### config.mk
export PLATFORM = sky130hd
export DESIGN_NAME = regbank_dump_ctrl
export DESIGN_NICKNAME = d
export VERILOG_FILES = /design/src/rtl/regbank_dump_ctrl.sv
export SDC_FILE = /design/constraint.sdc
export NUM_CORES = 1
export LEC_CHECK = 0
export BUFFER_PORTS_ARGS = -buffer_cell sky130_fd_sc_hd__buf_2
export CORE_MARGIN = 5
export CORE_UTILIZATION = 45
export DETAILED_ROUTE_END_ITERATION = 6
export GPL_TIMING_DRIVEN = 0
export PLACE_DENSITY = 0.75
export SKIP_CTS_REPAIR_TIMING = 1
export SLEW_MARGIN = 40
export SYNTH_ARGS = -nofsm -noshare
export SYNTH_HDL_FRONTEND = slang
export SYNTH_SLANG_ARGS = --single-unit
### constraint.sdc
create_clock -name i_clock -period 2.3 [get_ports i_clock]
set_input_delay 0.115 -clock i_clock [delete_from_list [all_inputs] [get_ports i_clock]]
set_output_delay 0.115 -clock i_clock [all_outputs]
set_load 0.01 [all_outputs]
### src/rtl/regbank_dump_ctrl.sv
// rtl/regbank_dump_ctrl.sv - debug dump of the register bank over a byte stream
// Halts the pipeline, borrows read port A and streams every register LSB byte first.
module regbank_dump_ctrl #(
  parameter int NB_DATA      = 32,
  parameter int NB_REG       = 5,
  parameter int NUM_REGS     = 32,
  parameter int NB_BYTE      = 8,
  parameter int HALT_TIMEOUT = 1023,
  parameter int NB_TIMEOUT   = 10
) (
  input  logic               i_clock,
  input  logic               i_reset,
  input  logic               i_start,
  input  logic               i_abort,
  input  logic               i_pipe_halted,
  input  logic [NB_DATA-1:0] i_rb_data,
  input  logic               i_tx_ready,
  output logic               o_halt_req,
  output logic               o_rb_sel,
  output logic [NB_REG-1:0]  o_rb_read_addr,
  output logic [NB_BYTE-1:0] o_tx_data,
  output logic               o_tx_valid,
  output logic               o_busy,
  output logic               o_done,
  output logic               o_error
);

  localparam int NUM_BYTES = NB_DATA / NB_BYTE;
  localparam int NB_BIDX   = (NUM_BYTES > 1) ? $clog2(NUM_BYTES) : 1;
  localparam logic [NB_REG-1:0]     LAST_REG  = NB_REG'(NUM_REGS - 1);
  localparam logic [NB_BIDX-1:0]    LAST_BYTE = NB_BIDX'(NUM_BYTES - 1);
  localparam logic [NB_TIMEOUT-1:0] LAST_WAIT = NB_TIMEOUT'(HALT_TIMEOUT - 1);

  typedef enum logic [2:0] {
    S_IDLE,
    S_HALT_WAIT,
    S_READ,
    S_SEND,
    S_DONE
  } state_t;

  state_t                state;
  state_t                state_next;
  logic [NB_REG-1:0]     reg_idx;
  logic [NB_BIDX-1:0]    byte_idx;
  logic [NB_TIMEOUT-1:0] wait_cnt;
  logic [NB_DATA-1:0]    data_q;
  logic                  error_q;
  logic [NB_BYTE-1:0]    cur_byte;
  logic                  timeout;
  logic                  last_byte;
  logic                  last_reg;

  assign timeout   = (wait_cnt == LAST_WAIT);
  assign last_byte = (byte_idx == LAST_BYTE);
  assign last_reg  = (reg_idx == LAST_REG);

  always_comb begin
    cur_byte = '0;
    for (int b = 0; b < NUM_BYTES; b++) begin
      if (byte_idx == NB_BIDX'(b)) cur_byte = data_q[b*NB_BYTE +: NB_BYTE];
    end
  end

  always_ff @(posedge i_clock or negedge i_reset) begin
    if (!i_reset) state <= S_IDLE;
    else          state <= state_next;
  end

  always_comb begin
    state_next = state;
    o_halt_req = 1'b0;
    o_rb_sel   = 1'b0;
    o_tx_valid = 1'b0;
    o_busy     = 1'b1;
    o_done     = 1'b0;
    case (state)
      S_IDLE: begin
        o_busy = 1'b0;
        if (i_start) state_next = S_HALT_WAIT;
      end
      S_HALT_WAIT: begin
        o_halt_req = 1'b1;
        if (i_pipe_halted) state_next = S_READ;
        else if (timeout)  state_next = S_IDLE;
      end
      S_READ: begin
        o_halt_req = 1'b1;
        o_rb_sel   = 1'b1;
        state_next = S_SEND;
      end
      S_SEND: begin
        o_halt_req = 1'b1;
        o_rb_sel   = 1'b1;
        o_tx_valid = 1'b1;
        if (i_tx_ready && last_byte) state_next = last_reg ? S_DONE : S_READ;
      end
      S_DONE: begin
        o_halt_req = 1'b1;
        o_rb_sel   = 1'b1;
        o_done     = !i_abort;
        state_next = S_IDLE;
      end
      default: state_next = S_IDLE;
    endcase
    // Abort overrides every other exit, including a transfer or a timeout on the same edge.
    if (i_abort && state != S_IDLE) state_next = S_IDLE;
  end

  assign o_rb_read_addr = o_rb_sel ? reg_idx : '0;
  assign o_tx_data      = o_tx_valid ? cur_byte : '0;
  assign o_error        = error_q;

  always_ff @(posedge i_clock or negedge i_reset) begin
    if (!i_reset) begin
      reg_idx  <= '0;
      byte_idx <= '0;
      wait_cnt <= '0;
      data_q   <= '0;
      error_q  <= 1'b0;
    end else begin
      error_q <= 1'b0;
      case (state)
        S_IDLE: begin
          reg_idx  <= '0;
          byte_idx <= '0;
          wait_cnt <= '0;
        end
        S_HALT_WAIT: begin
          wait_cnt <= wait_cnt + NB_TIMEOUT'(1);
          reg_idx  <= '0;
          if (!i_abort && !i_pipe_halted && timeout) error_q <= 1'b1;
        end
        S_READ: begin
          data_q   <= i_rb_data;
          byte_idx <= '0;
        end
        S_SEND: begin
          if (i_tx_ready && !i_abort) begin
            if (!last_byte)     byte_idx <= byte_idx + NB_BIDX'(1);
            else if (!last_reg) reg_idx  <= reg_idx + NB_REG'(1);
          end
        end
        default: ;
      endcase
    end
  end

endmodule

==> results of run 1 <==
logic make-up after synthesis:
kind of cell	Yosys count	share of synthesized area [%]
flip-flops	53	45.7
AO/OA/AOI/OAI	57	15.3
multiplexers	37	14.3
adder cells (fa/ha/maj)	8	3.45
AND/OR/NAND/NOR	82	15.7
XOR/XNOR	1	0.302
buffers and inverters	35	5.13
metal layers:
metal	track usage [%]	share of wire (%)	routed length [microns]
met5	0	0	0
met4	3.85	0.84	56
met3	4.17	6.6	439
met2	26.3	47	3110
met1	23.1	46	3060
placed cells by master (no fill, tap or decap), drive strengths merged, types with 7 or more instances in the layout:
cell and count:
dfrtp 53, a221o 8, mux2 36, o311ai 7
nand2 27, buf 66, clkbuf 14, ha 8
nand3b 8, a21oi 19, inv 15, o211ai 10
metrics by stage:
| stage | cells | total power, W | util (%) | area, sq um |
|---|---|---|---|---|
| after global placement | 406 | 0.00267 | 51.9 | 3280 |
| after floorplan | 273 | 0.00236 | - | 2900 |
| final | 413 | 0.00323 | 54.0 | 3410 |
| after detailed placement | 406 | 0.00272 | 51.9 | 3280 |
| after global routing | 413 | 0.00347 | 54.0 | 3410 |
| after CTS | 414 | 0.00325 | 53.3 | 3370 |
power by group through the flow:
stage	sequential, W	combinational, W	clock, W
6_report	0.00145	0.00125	0.000532
5_1_grt	0.00150	0.00140	0.000580
4_1_cts	0.00145	0.00126	0.000545
3_5_place_dp	0.00147	0.00125	0
3_3_place_gp	0.00145	0.00122	0
2_1_floorplan	0.00140	0.000953	0
area by class of cell:
| cell class | instances | area, sq um |
|---|---|---|
| Clock inverter | 2 | 15.0 |
| Inverter | 15 | 56.3 |
| Timing Repair Buffer | 57 | 293 |
| Multi-Input combinational cell | 185 | 1450 |
| Clock buffer | 6 | 72.6 |
| Buffer | 18 | 95.1 |
| Fill cell | 592 | 2910 |
| Tap cell | 77 | 96.3 |
| Sequential cell | 53 | 1330 |
registers in the layout, summed over array words and instances, names as in the netlist:
name      count
o_error       1
state         3
byte_idx      2
reg_idx       5
data_q       32
wait_cnt     10
worst max path at each step:
| stage | end | slack, ps | startpoint | cells after the start |
|---|---|---|---|---|
| 4_1_cts | o_tx_data[3] | -140 | byte_idx[0] | 6 |
| 6_report | o_tx_data[6] | 90 | byte_idx[0] | 7 |
| 5_1_grt | o_tx_data[5] | -9 | byte_idx[1] | 7 |
| 2_1_floorplan | reg_idx[0] | 470 | reg_idx[0] | 6 |
| 3_3_place_gp | o_tx_data[6] | 250 | byte_idx[0] | 8 |
| 3_5_place_dp | o_tx_data[6] | 210 | byte_idx[0] | 8 |
==> qor.tcl, run 1 <==
set qor(gp_congestion) 0.845
set qor(fmax_mhz) 452
set qor(fin_worst_hold_slack_ps) 25.5
set qor(start_kind) {register}
set qor(synth.top_cell.area_share_pct) 45.7
set qor(min-delay-path-class) {in2reg}
set qor(hp-start) {i_rb_data[8]}
set qor(postSynthRegisterBits) 53
set qor(number_of_max_cap_violations) 0
set qor(ys_types) 44
set qor(floorplan.die.width_microns) 90.3
set qor(status) {finished, final reports clean}
set qor(post_route_cells_drive_above_1_share_pct) 36.0
set qor(max-clock-path-buffers) 2
set qor(portBuffers) 56
set qor(power_density_nw_per_um2) 947
set qor(power_frac_clock_pct) 16.5
set qor(syn_avg_cell_area_sq_um) 10.6
set qor(static_leakage_nw) 1.54
set qor(post_drt_wl_per_cell_microns) 16.1
set qor(critical-path-slowest-cell) {sky130_fd_sc_hd__dfrtp_1}
set qor(critPathKind) {reg2out}
set qor(clock_tree.root_cell) {sky130_fd_sc_hd__clkbuf_8}
set qor(die-area_sq_um) 8150
set qor(timing.final.max_slew_violations) 0
set qor(cp_top_family) {compound AO/OA/AOI/OAI gates}
set qor(ant_nets) 0
set qor(antenna_found_initial) 0
set qor(areaGrowthSynthToFinish_pct) 17.5
set qor(finalNetCount) 381
set qor(critPathBufInv) 3
set qor(synth_edf_count) 0
set qor(vias) 2318
set qor(worst_slew_margin_rel_pct) 55.3
set qor(arrival_ps) 2100
set qor(yosys.area.top_type) {sky130_fd_sc_hd__dfrtp_1}
set qor(place.detailed.hpwl_microns) 4850
set qor(overall_global_routing_resource_usage_pct) 16.6
set qor(critPathMostFrequentCell) {sky130_fd_sc_hd__a21oi_1}
set qor(yosysWarnings) 0
set qor(post-route-drc-count) 0
set qor(insertion_delay_of_the_later_clocked_pin_in_the_worst_skew_pair_ps) 310
set qor(totalWireLength_microns) 6660
set qor(internal-power_w) 0.00212
set qor(std_cell_rows) 29
set qor(critPathMaxStageDelay_ps) 490
set qor(power.net_switching_w) 0.00111
set qor(grt_first_pass_wirelength_microns) 11400
set qor(cts_num_sinks) 53
set qor(floorplan.io_pins) 57
set qor(regToRegStartpoint) {reg_idx[0]}
set qor(tritoncts.num_buffers) 5
set qor(antenna_cells_inserted) 0
set qor(first_pass_iters) 4
set qor(seq_power_share_pct) 44.9
set qor(holdPathStages) 2
set qor(synth.most_common_cell) {sky130_fd_sc_hd__dfrtp_1}
set qor(final_sum_of_negative_setup_slack_ps) 0
set qor(cts.htree.levels) 2
set qor(largest_net_degree_at_the_start_of_global_routing) 54
set qor(clkTransAtPathRegs_ps) 100
set qor(placement.setup.worst_slack_ps) 213
set qor(vdd_drop_max_v) 0.000546
set qor(setup_violations) 0
set qor(die_height_microns) 90.3
set qor(reg2reg_to) {reg_idx[0]}
set qor(async_reset_ff_share_pct) 100
set qor(initial_utilization_pct) 45.9
set qor(timing.clock.skew_ps) 7.48
set qor(cp-end-kind) {output pin}
set qor(critPathMaxFanout) 10
set qor(period_utilization_pct) 96.1
set qor(post_synth_most_frequent_cells) {sky130_fd_sc_hd__dfrtp_1 (53), sky130_fd_sc_hd__mux2_2 (35), sky130_fd_sc_hd__nand2_1 (27)}
set qor(tightestPinTransition_ps) 670
set qor(clock_tree_from_tritoncts) {done}
set qor(yosys_most_used_dff) {sky130_fd_sc_hd__dfrtp_1}
set qor(critPathRequiredTime_ps) 2180
set qor(synthTopCellsByArea) {sky130_fd_sc_hd__dfrtp_1 (46%), sky130_fd_sc_hd__mux2_2 (14%), sky130_fd_sc_hd__nand2_1 (3.5%)}
set qor(global_route_congestion_overflow_total) 0
set qor(synthCells) 273
set qor(design.core.area_sq_um) 6310
set qor(via_per_inst) 5.61
set qor(rr_worst_depth) 6
set qor(postSynthNetCount) 319
set qor(yosysSeqAreaShare_pct) 45.7
set qor(combinational_share_of_power_pct) 38.7
set qor(layout_min_cycle_time_ps) 2210
set qor(hold_viol) 0
set qor(initialDrtViolationCount) 69
set qor(power_switching_share_pct) 34.4
set qor(first_global_vias) 2290
set qor(layout_setup_ws_ps) 89.7
set qor(synthesis.area_sq_um) 2900
set qor(rrSetupSlack_ps) 290
set qor(whs_endpoint) {data_q[8]}
set qor(worstPathCellList) {inv_1 -> ha_4 -> clkbuf_4 -> a21oi_1 -> a221o_1 -> a21oi_1 -> buf_2}
No activity file was read; power rests on OpenSTA's default activity.
==> run 2, diff against run 1 <==
--- a/config.mk
+++ b/config.mk
@@ -10,7 +10,7 @@
 export CORE_UTILIZATION = 45
 export DETAILED_ROUTE_END_ITERATION = 6
 export GPL_TIMING_DRIVEN = 0
-export PLACE_DENSITY = 0.75
+export PLACE_DENSITY = 0.72
 export SKIP_CTS_REPAIR_TIMING = 1
 export SLEW_MARGIN = 40
 export SYNTH_ARGS = -nofsm -noshare
==> run 2 against run 1 <==
Compared with the run above:
- non-clock buffer count unchanged
- final area about the same
- clock-buffer cell count decreased by 1
- worst hold slack improved by 2.0 ps
- core utilization about the same
- critical path type unchanged
- fmax increased by 2.0%
- total power increased by 3.0%
- die area unchanged
- setup slack improved by 44 ps
==> qor.tcl, run 2 (same netlist as run 1, synthesis figures left out) <==
set qor(global_route_congestion_overflow_total) 0 ;# unchanged
set qor(die-area_sq_um) 8150 ;# unchanged
set qor(clkTransAtPathRegs_ps) 100 ;# about the same
set qor(cp_top_family) {compound AO/OA/AOI/OAI gates}
set qor(rsz_0062_raised_after_global_routing) {true}
set qor(top_regs) {data_q: 32 flops, wait_cnt: 10 flops, reg_idx: 5 flops}
set qor(tritoncts.num_buffers) 5 ;# unchanged
set qor(top_register) {data_q}
set qor(worstPathCellList) {inv_1 -> ha_2 -> clkbuf_4 -> a21oi_1 -> a221o_1 -> a21oi_1 -> buf_2}
set qor(regToRegStartpoint) {reg_idx[0]}
set qor(antenna_found_initial) 0 ;# unchanged
set qor(areaGrowthSynthToFinish_pct) 17.6 ;# about the same
set qor(fillCellCount) 562 ;# -5.1%
set qor(fin_worst_hold_slack_ps) 27.5 ;# +1.96 ps
set qor(max-clock-path-buffers) 2 ;# unchanged
set qor(vias) 2281 ;# -1.6%
set qor(setup_violations) 0 ;# unchanged
set qor(cts.htree.levels) 2 ;# unchanged
set qor(hp-start) {i_rb_data[29]}
set qor(static_leakage_nw) 1.55 ;# +0.89%
set qor(worst_slew_margin_rel_pct) 56.5 ;# +1.2 points
set qor(vdd_drop_max_v) 0.000492 ;# -9.9%
set qor(post_drt_wl_per_cell_microns) 15.6 ;# -3.1%
set qor(floorplan.io_pins) 57 ;# unchanged
set qor(fmax_mhz) 462 ;# +2.0%
set qor(arrival_ps) 2050 ;# -50 ps
set qor(largest_net_degree_at_the_start_of_global_routing) 54 ;# unchanged
set qor(via_per_inst) 5.52 ;# -1.6%
set qor(initialDrtViolationCount) 116 ;# +68%
set qor(first_global_vias) 2355 ;# +2.8%
set qor(cp-end-kind) {output pin}
set qor(overall_global_routing_resource_usage_pct) 16.8 ;# +0.17 points
set qor(place.detailed.hpwl_microns) 4770 ;# -1.5%
set qor(status) {finished, final reports clean}
set qor(post-layout-total-power_w) 0.00332 ;# +3.0%
set qor(initial_utilization_pct) 45.9 ;# unchanged
set qor(mostFrequentLayoutCells) {sky130_fd_sc_hd__buf_2 (63), sky130_fd_sc_hd__dfrtp_1 (53), sky130_fd_sc_hd__mux2_2 (35)}
set qor(totalWireLength_microns) 6450 ;# -3.1%
set qor(start_kind) {register}
set qor(post-route-drc-count) 0 ;# unchanged
set qor(timing.clock.skew_ps) 3.70 ;# -3.78 ps
set qor(post_route_cells_drive_above_1_share_pct) 36.0 ;# unchanged
set qor(insertion_delay_of_the_later_clocked_pin_in_the_worst_skew_pair_ps) 300 ;# about the same
set qor(critPathMostFrequentCell) {sky130_fd_sc_hd__a21oi_1}
set qor(clock_tree_from_tritoncts) {done}
set qor(layout_min_cycle_time_ps) 2170 ;# -43.9 ps
set qor(critPathMaxFanout) 10 ;# unchanged
set qor(ant_nets) 0 ;# unchanged
set qor(gp_congestion) 0.798 ;# -5.6%
set qor(timing.final.max_slew_violations) 0 ;# unchanged
set qor(critPathKind) {reg2out}
set qor(critPathBufInv) 3 ;# unchanged
set qor(design.core.area_sq_um) 6310 ;# unchanged
set qor(std_cell_rows) 29 ;# unchanged
set qor(grt_first_pass_wirelength_microns) 11600 ;# +2.2%
set qor(period_utilization_pct) 94.2 ;# -1.9 points
set qor(critPathMaxStageDelay_ps) 450 ;# -40 ps
set qor(floorplan.die.width_microns) 90.3 ;# unchanged
set qor(portBuffers) 56 ;# unchanged
set qor(die_height_microns) 90.3 ;# unchanged
set qor(first_pass_iters) 4 ;# unchanged
set qor(timing.critical_path.from) {byte_idx[0]}
set qor(critPathRequiredTime_ps) 2180 ;# about the same
set qor(hold_viol) 0 ;# unchanged
set qor(layout_commonest_cell) {sky130_fd_sc_hd__buf_2}
set qor(clock_tree.root_cell) {sky130_fd_sc_hd__clkbuf_8}
set qor(antenna_cells_inserted) 0 ;# unchanged
set qor(tightestPinTransition_ps) 652 ;# -17.8 ps
set qor(min-delay-path-class) {in2reg}
set qor(power_density_nw_per_um2) 975 ;# +2.9%
set qor(finalNetCount) 381 ;# unchanged
set qor(largest_register_ff_count) 32 ;# unchanged
set qor(critical-path-slowest-cell) {sky130_fd_sc_hd__dfrtp_1}
set qor(cts_num_sinks) 53 ;# unchanged
set qor(number_of_max_cap_violations) 0 ;# unchanged
==> run 2: cell count changes in the layout (fill, tap and decap cells not counted) <==
| cell | before | now |
|---|---|---|
| sky130_fd_sc_hd__clkinvlp_4 | 2 | 1 |
| sky130_fd_sc_hd__ha_4 | 2 | 0 |
| sky130_fd_sc_hd__clkbuf_4 | 3 | 2 |
| sky130_fd_sc_hd__clkbuf_1 | 4 | 3 |
| sky130_fd_sc_hd__bufinv_16 | 0 | 1 |
| sky130_fd_sc_hd__ha_1 | 5 | 6 |
| sky130_fd_sc_hd__clkbuf_2 | 2 | 3 |
| sky130_fd_sc_hd__clkinv_4 | 0 | 1 |
| sky130_fd_sc_hd__ha_2 | 1 | 2 |
==> run 2: worst paths after layout <==
kind                                 to  slack [ps]  cells after the start
hold / removal               data_q[29]          30                      2
setup / recovery           o_tx_data[6]         130                      7
setup reg to reg             reg_idx[0]         250                      6
max in group asynchronous    data_q[15]        1490                      2
hold reg to reg              data_q[29]         500                      1
min in group asynchronous    data_q[10]         380                      2
==> run 2: cell type report <==
cell class	instances	area, sq um	area share, %
flip-flops and latches	53	1330	38.9
repair buffers	57	293	8.59
clock inverters	3	46.3	1.36
well taps	77	96.3	2.83
inverters	15	56.3	1.65
clock buffers	5	68.8	2.02
multi-input cells	185	1430	41.9
plain buffers	18	92.6	2.72
==> run 2: per-layer routing <==
layer | track usage [%] | up-vias | part of all wire [%]
met5 | 0 | - | 0
met4 | 3.35 | 0 | 0.74
met3 | 4.08 | 6 | 6.2
met2 | 25.4 | 70 | 45
met1 | 24.6 | 1084 | 48
li1 | - | 1121 | -
==> run 2: per-stage QoR <==
step	setup TNS (ps)	setup slack, ps	area (sq um)	util (%)	cells
after floorplan	0	474	2900	-	273
after global placement	0	207	3280	51.9	406
after detailed placement	0	196	3280	51.9	406
after CTS	-1050	-171	3390	53.8	414
after global routing	-20.2	-20.2	3410	54.0	413
final	0	134	3410	54.0	413
==> run 2: worst reg2reg max path: cells and delay by family, from the launching register on <==
kind	cells	cell delay (ps)
simple gates	2	650
flops	1	460
fa+ha+maj	2	410
compound gates	1	240
buf+inv	1	190
==> run 2: report_power, final <==
part | internal, W | leakage (nW) | switching [W]
combinational | 0.000641 | 0.831 | 0.000603
sequential | 0.00126 | 0.667 | 0.000186
clock | 0.000326 | 0.0543 | 0.000311
